--- src/rtl/fetch_pkg.sv ---
// Shared types and constants for the instruction-fetch stage.
// Optional feature macro used by this slice: FETCH_PERF_EN (performance counters).
package fetch_pkg;

    // Fetch FSM: FETCH drives a request, HOLD parks a word while decode is stalled.
    typedef enum logic [0:0] {
        FETCH = 1'b0,
        HOLD  = 1'b1
    } fetch_state_e;

    // Bubble encoding placed in IF/ID: addi x0,x0,0.
    localparam logic [31:0] NOP_INSTR_DEF = 32'h0000_0013;

    // Sequential instruction stride in bytes.
    localparam logic [31:0] PC_STEP = 32'd4;

    // Every PC load is word aligned; low two bits are discarded.
    function automatic logic [31:0] align_pc(input logic [31:0] addr);
        return {addr[31:2], 2'b00};
    endfunction

endpackage

--- src/rtl/fetch_perf_cnt.sv ---
// Free-running, wrapping event counters for the fetch stage.
// Only instantiated when FETCH_PERF_EN is defined.
module fetch_perf_cnt (
    input  logic        clk,
    input  logic        rst_n,
    input  logic        fetched_inc,
    input  logic        stall_inc,
    output logic [31:0] perf_fetched,
    output logic [31:0] perf_stall
);

    logic [31:0] fetched_q, fetched_d;
    logic [31:0] stall_q,   stall_d;

    // Next-count computation; both counters wrap modulo 2^32.
    always_comb begin
        fetched_d = fetched_q;
        stall_d   = stall_q;
        if (fetched_inc) fetched_d = fetched_q + 32'd1;
        if (stall_inc)   stall_d   = stall_q + 32'd1;
    end

    // Counter registers, cleared by the asynchronous reset.
    always_ff @(posedge clk or negedge rst_n) begin
        if (!rst_n) begin
            fetched_q <= 32'd0;
            stall_q   <= 32'd0;
        end else begin
            fetched_q <= fetched_d;
            stall_q   <= stall_d;
        end
    end

    assign perf_fetched = fetched_q;
    assign perf_stall   = stall_q;

endmodule

--- src/rtl/fetch_stage.sv ---
// Instruction-fetch stage: owns the PC, drives the instruction-memory
// request port and holds the IF/ID pipeline register feeding decode.
// Optional feature macro: FETCH_PERF_EN adds perf_fetched / perf_stall.
//
// Memory handshake: imem_req is a registered request; imem_addr is held
// stable while imem_req=1 and imem_ready=0. A transfer completes in a cycle
// where imem_req=1 and imem_ready=1, and imem_rdata is only sampled then.
// The memory must tolerate imem_req dropping before ready (reset abandons
// an outstanding request).
module fetch_stage
    import fetch_pkg::*;
#(
    parameter logic [31:0] RESET_PC  = 32'h0000_0000,
    parameter logic [31:0] NOP_INSTR = NOP_INSTR_DEF
) (
    input  logic         clk,
    input  logic         reset,
    input  logic         stall,
    input  logic         Select_PC,
    input  logic [31:0]  dir_salto,
    output logic         imem_req,
    output logic [31:0]  imem_addr,
    input  logic         imem_ready,
    input  logic [31:0]  imem_rdata,
    output logic [31:0]  instruccion,
    output logic [31:0]  PCmas4,
    output logic         valid_D,
`ifdef FETCH_PERF_EN
    output logic [31:0]  perf_fetched,
    output logic [31:0]  perf_stall,
`endif
    output fetch_state_e dbg_state
);

    fetch_state_e state_q, state_d;
    logic [31:0]  pc_q, pc_d;
    logic         req_q, req_d;
    logic         kill_q, kill_d;       // in-flight word belongs to a squashed path
    logic [31:0]  target_q, target_d;   // redirect target waiting for completion
    logic [31:0]  buf_q, buf_d;         // word parked during HOLD
    logic [31:0]  instr_q, instr_d;
    logic [31:0]  pcmas4_q, pcmas4_d;
    logic         valid_q, valid_d;

    logic [31:0]  pc_plus4;
    logic         redirect;

    // A branch only counts when decode really holds an instruction and advances.
    assign redirect = Select_PC & valid_q & ~stall;
    assign pc_plus4 = pc_q + PC_STEP;

    // Next-state logic for the PC, the fetch FSM and the IF/ID register.
    always_comb begin
        state_d  = state_q;
        pc_d     = pc_q;
        req_d    = req_q;
        kill_d   = kill_q;
        target_d = target_q;
        buf_d    = buf_q;
        instr_d  = instr_q;
        pcmas4_d = pcmas4_q;
        valid_d  = valid_q;

        case (state_q)
            FETCH: begin
                if (!req_q) begin
                    // First cycle out of reset: start requesting.
                    req_d = 1'b1;
                end else if (imem_ready) begin
                    if (redirect) begin
                        // Word arriving now is on the wrong path.
                        pc_d    = align_pc(dir_salto);
                        kill_d  = 1'b0;
                        instr_d = NOP_INSTR;
                        valid_d = 1'b0;
                    end else if (kill_q) begin
                        // Squashed word completes; resume at the saved target.
                        pc_d   = target_q;
                        kill_d = 1'b0;
                        if (!stall) begin
                            instr_d = NOP_INSTR;
                            valid_d = 1'b0;
                        end
                    end else if (stall) begin
                        // Decode busy: park the word and stop requesting.
                        buf_d   = imem_rdata;
                        req_d   = 1'b0;
                        state_d = HOLD;
                    end else begin
                        instr_d  = imem_rdata;
                        pcmas4_d = pc_plus4;
                        valid_d  = 1'b1;
                        pc_d     = pc_plus4;
                    end
                end else begin
                    if (redirect) begin
                        // Cannot cancel the pending request; mark it for discard.
                        kill_d   = 1'b1;
                        target_d = align_pc(dir_salto);
                        instr_d  = NOP_INSTR;
                        valid_d  = 1'b0;
                    end else if (!stall) begin
                        instr_d = NOP_INSTR;
                        valid_d = 1'b0;
                    end
                end
            end
            HOLD: begin
                if (!stall) begin
                    state_d = FETCH;
                    req_d   = 1'b1;
                    if (redirect) begin
                        pc_d    = align_pc(dir_salto);
                        instr_d = NOP_INSTR;
                        valid_d = 1'b0;
                    end else begin
                        instr_d  = buf_q;
                        pcmas4_d = pc_plus4;
                        valid_d  = 1'b1;
                        pc_d     = pc_plus4;
                    end
                end
            end
            default: begin
                state_d = FETCH;
            end
        endcase
    end

    // State registers with asynchronous active-low reset.
    always_ff @(posedge clk or negedge reset) begin
        if (!reset) begin
            state_q  <= FETCH;
            pc_q     <= align_pc(RESET_PC);
            req_q    <= 1'b0;
            kill_q   <= 1'b0;
            target_q <= 32'd0;
            buf_q    <= 32'd0;
            instr_q  <= NOP_INSTR;
            pcmas4_q <= 32'd0;
            valid_q  <= 1'b0;
        end else begin
            state_q  <= state_d;
            pc_q     <= pc_d;
            req_q    <= req_d;
            kill_q   <= kill_d;
            target_q <= target_d;
            buf_q    <= buf_d;
            instr_q  <= instr_d;
            pcmas4_q <= pcmas4_d;
            valid_q  <= valid_d;
        end
    end

    assign imem_req    = req_q;
    assign imem_addr   = pc_q;
    assign instruccion = instr_q;
    assign PCmas4      = pcmas4_q;
    assign valid_D     = valid_q;
    assign dbg_state   = state_q;

`ifdef FETCH_PERF_EN
    logic word_loaded;
    logic stall_event;

    // A real word enters IF/ID either straight from memory or from the HOLD buffer.
    assign word_loaded = (state_q == FETCH)
                       ? (req_q & imem_ready & ~redirect & ~kill_q & ~stall)
                       : (~stall & ~redirect);
    assign stall_event = stall | (req_q & ~imem_ready);

    fetch_perf_cnt u_perf (
        .clk          (clk),
        .rst_n        (reset),
        .fetched_inc  (word_loaded),
        .stall_inc    (stall_event),
        .perf_fetched (perf_fetched),
        .perf_stall   (perf_stall)
    );
`endif

endmodule
--- config.mk ---
export PLATFORM = sky130hd
export DESIGN_NAME = fetch_stage
export DESIGN_NICKNAME = d
export VERILOG_FILES = /design/src/rtl/fetch_pkg.sv /design/src/rtl/fetch_perf_cnt.sv /design/src/rtl/fetch_stage.sv
export SDC_FILE = /design/constraint.sdc
export NUM_CORES = 1
export LEC_CHECK = 0
export BUFFER_PORTS_ARGS = -buffer_cell sky130_fd_sc_hd__buf_4
export CORE_MARGIN = 4
export CORE_UTILIZATION = 55
export CTS_BUF_LIST = sky130_fd_sc_hd__clkbuf_8
export CTS_CLUSTER_SIZE = 24
export DETAILED_ROUTE_END_ITERATION = 8
export PLACE_DENSITY = 0.9
export SETUP_SLACK_MARGIN = 0.2
export SLEW_MARGIN = 20
export SYNTH_ARGS = -nofsm -noshare
export SYNTH_HDL_FRONTEND = slang
export SYNTH_SLANG_ARGS = --single-unit
--- constraint.sdc ---
create_clock -name clk -period 2.7 [get_ports clk]
set_input_delay 0.405 -clock clk [delete_from_list [all_inputs] [get_ports clk]]
set_output_delay 0.405 -clock clk [all_outputs]
set_load 0.05 [all_outputs]
Word level (Yosys, flattened, before mapping)
Index checks and enable logic that the tools add are counted.
- register bits: 162
- input bits: 69
- output and inout bits: 99
- logic and storage cells: 82
- $add $sub $neg: 1
- eq/ne operators: 9
- muxes and demuxes: 49
- bitwise logic cells: 7
- reduce and logical (&&, ||, !) cells: 7
- operators with widths (operator ; number):
    2-to-1 mux 32 bit ; 22
    case mux 32 bit (2 select lines) ; 3
    adder 32 x 3 -> 32 bit (second input constant) ; 1
    2-to-1 mux 1 bit ; 21
    != test 2 bit (second input constant) ; 7
    AND reduction 4 bit ; 2
    AND reduction 7 bit ; 1
    case mux 1 bit (2 select lines) ; 3
    AND reduction 3 bit ; 2
    AND reduction 6 bit ; 1
    != test 5 bit (second input constant) ; 1
    NOT 1 bit ; 5
    != test 4 bit (second input constant) ; 1
    AND 1 bit ; 2
    nonzero test 2 bit ; 1

Depth between registers and ports, before layout
- word-level depth: 7
- gate-level depth with buffers: 8

Worst setup path before layout
No wires, ideal clock.
- path kind: reg-to-reg
- start: reg pc_q[2], in the netlist imem_addr[2]
- end: reg pc_q[18], in the netlist imem_addr[18]
- data arrival time: 2366 ps
- setup slack: 208 ps
- stages on the path, launching flop included: 8
- path through: dfrtp_1 > ha_1 > nand2_1 > or4_4 > buf_6 > nor2_2 > o21ai_0 > a221o_1
- word-level cells in the longest chain between the ends: 7
- RTL lines (item ; line ; source):
    from (decl) ; fetch_stage.sv:36 ; logic [31:0] pc_q, pc_d;
    from (signal assigned) ; fetch_stage.sv:134 ; pc_q <= align_pc(RESET_PC);
    from (signal assigned) ; fetch_stage.sv:144 ; pc_q <= pc_d;
    adder 32 x 3 -> 32 bit (*) ; fetch_stage.sv:50 ; assign pc_plus4 = pc_q + PC_STEP;
    2-to-1 mux 32 bit ; fetch_stage.sv:84 ; end else if (stall) begin
    2-to-1 mux 32 bit ; fetch_stage.sv:76 ; end else if (kill_q) begin
    2-to-1 mux 32 bit ; fetch_stage.sv:70 ; if (redirect) begin
    2-to-1 mux 32 bit ; fetch_stage.sv:69 ; end else if (imem_ready) begin
    2-to-1 mux 32 bit ; fetch_stage.sv:66 ; if (!req_q) begin
    case mux 32 bit (2 select lines) (*) ; fetch_stage.sv:64 ; case (state_q)
Mark *: on every way between the ends. The rest lies on a longest branch, timed or not. The select of a mux whose other input is x is not followed.
A chain may end at the register's enable or synchronous reset.

Worst setup path in the final report
Ends and elaborated chain as after synthesis.

==> impl_table.tex <==
\begin{tabular}{lr}
\hline
Metric & Value \\
\hline
\multicolumn{2}{l}{\textbf{Outcome}} \\
\quad Outcome & completed \\
\multicolumn{2}{l}{\textbf{STA}} \\
\quad Number of hold-slack violations in the final timing report & 0 \\
\quad Unrepaired setup endpoints after global routing & false \\
\quad Period Utilization, post-route & 87.7\% \\
\quad Number of failing setup endpoints in the final timing report & 0 \\
\quad Max Fclk & 0.422 GHz \\
\quad Minimum hold slack & 0.182 ns \\
\quad Clock period minus worst slack & 2.37 ns \\
\quad Final-report max-slew violation count & 0 \\
\quad Post-route clock skew & 0.00857 ns \\
\quad Setup TNS & 0 ns \\
\quad Worst-Margin Slew & 0.572 ns \\
\quad Headroom to the max-slew limit & 61.9\% \\
\multicolumn{2}{l}{\textbf{Final layout}} \\
\quad Share of post-route cells with drive strength above 1 & 29.8\% \\
\quad Number of antenna cells inserted & 0 \\
\quad Layout overhead on the synthesized area & 24.4\% \\
\quad Fillers & 1068 \\
\quad Non-Filler Cell Area, Final & 9890 µm² \\
\quad Final Net Count & 1060 \\
\multicolumn{2}{l}{\textbf{Floorplan}} \\
\quad Top-Level Pins & 168 \\
\quad Number of core rows & 43 \\
\quad Die Y & 128 µm \\
\quad Core area & 14000 µm² \\
\quad Die Footprint & 16400 µm² \\
\quad Initial core utilization & 56.6\% \\
\quad Die outline width & 128 µm \\
\multicolumn{2}{l}{\textbf{Synthesis}} \\
\quad EDFF count, synth & 0 \\
\quad Flop and latch count out of synthesis & 158 \\
\quad Dominant synthesized flop cell & sky130\_fd\_sc\_hd\_\_dfrtp\_1 \\
\quad Per-instance average area after synthesis & 9.37 µm² \\
\quad Post-synth design cell area & 7950 µm² \\
\quad Count of mapped cells out of synthesis & 848 \\
\quad Fraction of the yosys area taken by sequential cells & 49.8\% \\
\quad Ys async rst share & 100\% \\
\quad Count of cell types in the netlist & 56 \\
\quad Yosys synthesis warning count & 0 \\
\multicolumn{2}{l}{\textbf{Placed design}} \\
\quad PortBufs & 161 \\
\quad Placed Instance Area & 9400 µm² \\
\quad Final weighted congestion in routability-driven placement & 0.842 \\
\quad Placed wire-length estimate after detailed placement & 14500 µm \\
\multicolumn{2}{l}{\textbf{Global routing}} \\
\quad First-pass GRT wire length & 35200 µm \\
\quad Total global-route track usage & 26.8\% \\
\quad Aggregate global routing overflow & 0 \\
\quad Number of antenna violations at the first check in global routing & 0 \\
\quad Maximum number of pins on one net before global-route repair & 65 \\
\quad Vias in the first global route & 7043 \\
\multicolumn{2}{l}{\textbf{Clocking}} \\
\quad \# H-tree levels & 4 \\
\quad Clock slew at reported path FFs & 0.08 ns \\
\quad CTS Buffer Depth & 2 \\
\quad Sink count of the clock tree & 158 \\
\quad Buffer count from post-CTS setup fixing & 0 \\
\quad TritonCTS clock tree & built \\
\quad Root buffer selected by CTS & sky130\_fd\_sc\_hd\_\_clkbuf\_8 \\
\quad Worst skew pair latency & 0.45 ns \\
\quad Number of buffers added by the clock tree synthesis step & 17 \\
\multicolumn{2}{l}{\textbf{Detailed routing}} \\
\quad Total iterations of the first detailed-routing run & 5 \\
\quad Via count of the routed design & 7040 \\
\quad Number of nets still failing antenna checks after routing & 0 \\
\quad DRC violation total after the first TritonRoute iteration & 717 \\
\quad Final WL & 21500 µm \\
\quad Via density per instance & 5.95 \\
\quad Routed WL per cell & 18.2 µm \\
\quad Drt drc & 0 \\
\multicolumn{2}{l}{\textbf{Pwr}} \\
\quad Pwr per Cell Area & 1150 nW/µm² \\
\quad Static Leak & 4.39 nW \\
\quad Largest vdd supply drop & 0.000840 V \\
\multicolumn{2}{l}{\textbf{Worst setup path}} \\
\quad Required time of the critical path & 3.04 ns \\
\quad Capturing element type of the critical path & flop \\
\quad Setup crit start kind & flop \\
\quad Arr. time, crit path & 2.71 ns \\
\quad Crit Path Max Fanout & 12 \\
\quad Crit Path Class & flop to flop \\
\multicolumn{2}{l}{\textbf{Min path}} \\
\quad Class of the tightest hold or removal check & input pin to flop \\
\multicolumn{2}{l}{\textbf{Run}} \\
\quad Number of max-capacitance violations reported & 0 \\
\hline
\end{tabular}
==> repair_timing <==
item / 4_1_cts / 5_1_grt
endpoints found under the hold margin: 46 / 0
hold buffers: 1 / 0
setup endpoints to repair: 0 / 1
resized for setup: 0 / 1
==> cell usage in the layout (no fill, tap or decap), drive strengths merged, types with 4 or more instances in the layout <==
| cell type | count |
|---|---|
| a21oi | 97 |
| nand4 | 11 |
| nor4 | 7 |
| inv | 8 |
| a211o | 4 |
| nand2 | 138 |
| o221ai | 4 |
| bufinv | 5 |
| a31oi | 6 |
| xnor2 | 17 |
| nor2 | 27 |
| o31ai | 4 |
| o22ai | 5 |
| xor2 | 11 |
| a21o | 4 |
| nand2b | 4 |
| mux2 | 64 |
| conb | 4 |
| clkbuf | 20 |
| nor2b | 5 |
| a221o | 5 |
| or3 | 5 |
| and3 | 10 |
| clkinv | 4 |
| buf | 189 |
| dfrtp | 155 |
| nor3 | 12 |
| o21ai | 81 |
| nand3 | 60 |
==> layout make-up <==
type / instances / area, µm² / area share [%]
Clock inverter: 12 / 191 / 1.94
Sequential cell: 158 / 3960 / 40.0
Tap cell: 180 / 225 / 2.28
Timing Repair Buffer: 190 / 1500 / 15.1
Inverter: 7 / 26.3 / 0.266
Clock buffer: 20 / 275 / 2.78
Multi-Input combinational cell: 616 / 3710 / 37.6
==> cells in the mapped netlist, types with 5 or more instances <==
cell                       instances  share of area, %
sky130_fd_sc_hd__xor2_1           11               1.2
sky130_fd_sc_hd__nor3_1           12              0.76
sky130_fd_sc_hd__nand4_1          10              0.79
sky130_fd_sc_hd__nor2b_1           5              0.39
sky130_fd_sc_hd__a31oi_1           6              0.47
sky130_fd_sc_hd__nor2_1           26               1.2
sky130_fd_sc_hd__buf_1             8              0.38
sky130_fd_sc_hd__nand2_1         138               6.5
sky130_fd_sc_hd__mux2_2           64               9.1
sky130_fd_sc_hd__clkbuf_1         53               2.5
sky130_fd_sc_hd__a221o_1           5              0.63
sky130_fd_sc_hd__o22ai_1           5              0.39
sky130_fd_sc_hd__and3_1           10              0.79
sky130_fd_sc_hd__nand3_1          59               3.7
sky130_fd_sc_hd__a21oi_1          97               6.1
sky130_fd_sc_hd__xnor2_1          17               1.9
sky130_fd_sc_hd__o21ai_0          77               4.8
sky130_fd_sc_hd__or3_1             5              0.39
sky130_fd_sc_hd__dfrtp_1         155                49
sky130_fd_sc_hd__inv_1             6              0.28
==> routing by layer <==
layer,GRT usage (%),vias up,part of all wire (%)
li1,-,3288,-
met1,33.7,3404,40
met2,44.2,317,48
met3,8.79,31,10
met4,7.87,0,1.5
met5,0,-,0
==> worst max-delay path, cell delays in order, from the launching register on <==
cell and delay, ns:
sky130_fd_sc_hd__dfrtp_1 0.47, sky130_fd_sc_hd__ha_1 0.26, sky130_fd_sc_hd__nand2_1 0.16, sky130_fd_sc_hd__or4_4 0.68, sky130_fd_sc_hd__nor2_2 0.21, sky130_fd_sc_hd__o21ai_0 0.11, sky130_fd_sc_hd__a221o_1 0.36
==> cells by family (layout without fill, tap and decap cells) <==
logic type               Yosys count  after routing  synth area share [%]
buffers and inverters             77            229                  3.98
XOR/XNOR                          28             28                  3.09
adder cells (fa/ha/maj)            1              1                 0.157
multiplexers                      65             65                  9.20
AND/OR/NAND/NOR                  290            290                  17.5
other                              1              4                0.0472
flip-flops                       158            158                  49.8
AO/OA/AOI/OAI                    228            228                  16.2
==> where the power goes <==
group          leakage, nW  total [mW]  switching [mW]  internal, mW
logic                 2.21        5.12            3.38          1.74
registers             1.95        4.21           0.880          3.33
clock network        0.237        2.04           0.871          1.17
total                 4.39        11.4            5.13          6.24
==> stage by stage <==
stage	util [%]	power, mW	instances	worst slack [ns]
4_1_cts	70.4	11.4	1183	0.332
5_1_grt	70.4	12.0	1183	0.242
2_1_floorplan	-	7.64	851	0.208
6_report	70.4	11.4	1183	0.333
3_5_place_dp	67.0	9.34	1150	0.346
3_3_place_gp	67.0	9.17	1150	0.434
==> registers in the layout, summed over array words and instances, names as in the netlist <==
register and count:
imem_addr 30, imem_req 1, dbg_state 1, kill_q 1, valid_D 1, target_q 30
PCmas4 30, buf_q 32, instruccion 32
==> worst paths after layout <==
kind	slack, ns	cells past startpoint	from	end
min	0.18	2	imem_ready	kill_q
max in group asynchronous	1.50	3	reset	instruccion[1]
min reg2reg	0.49	2	PCmas4[14]	PCmas4[14]
max reg2reg	0.33	6	imem_addr[2]	imem_addr[18]
max	0.33	6	imem_addr[2]	imem_addr[18]
min in group asynchronous	0.45	2	reset	PCmas4[11]
Power figures use the tool's default switching activity.
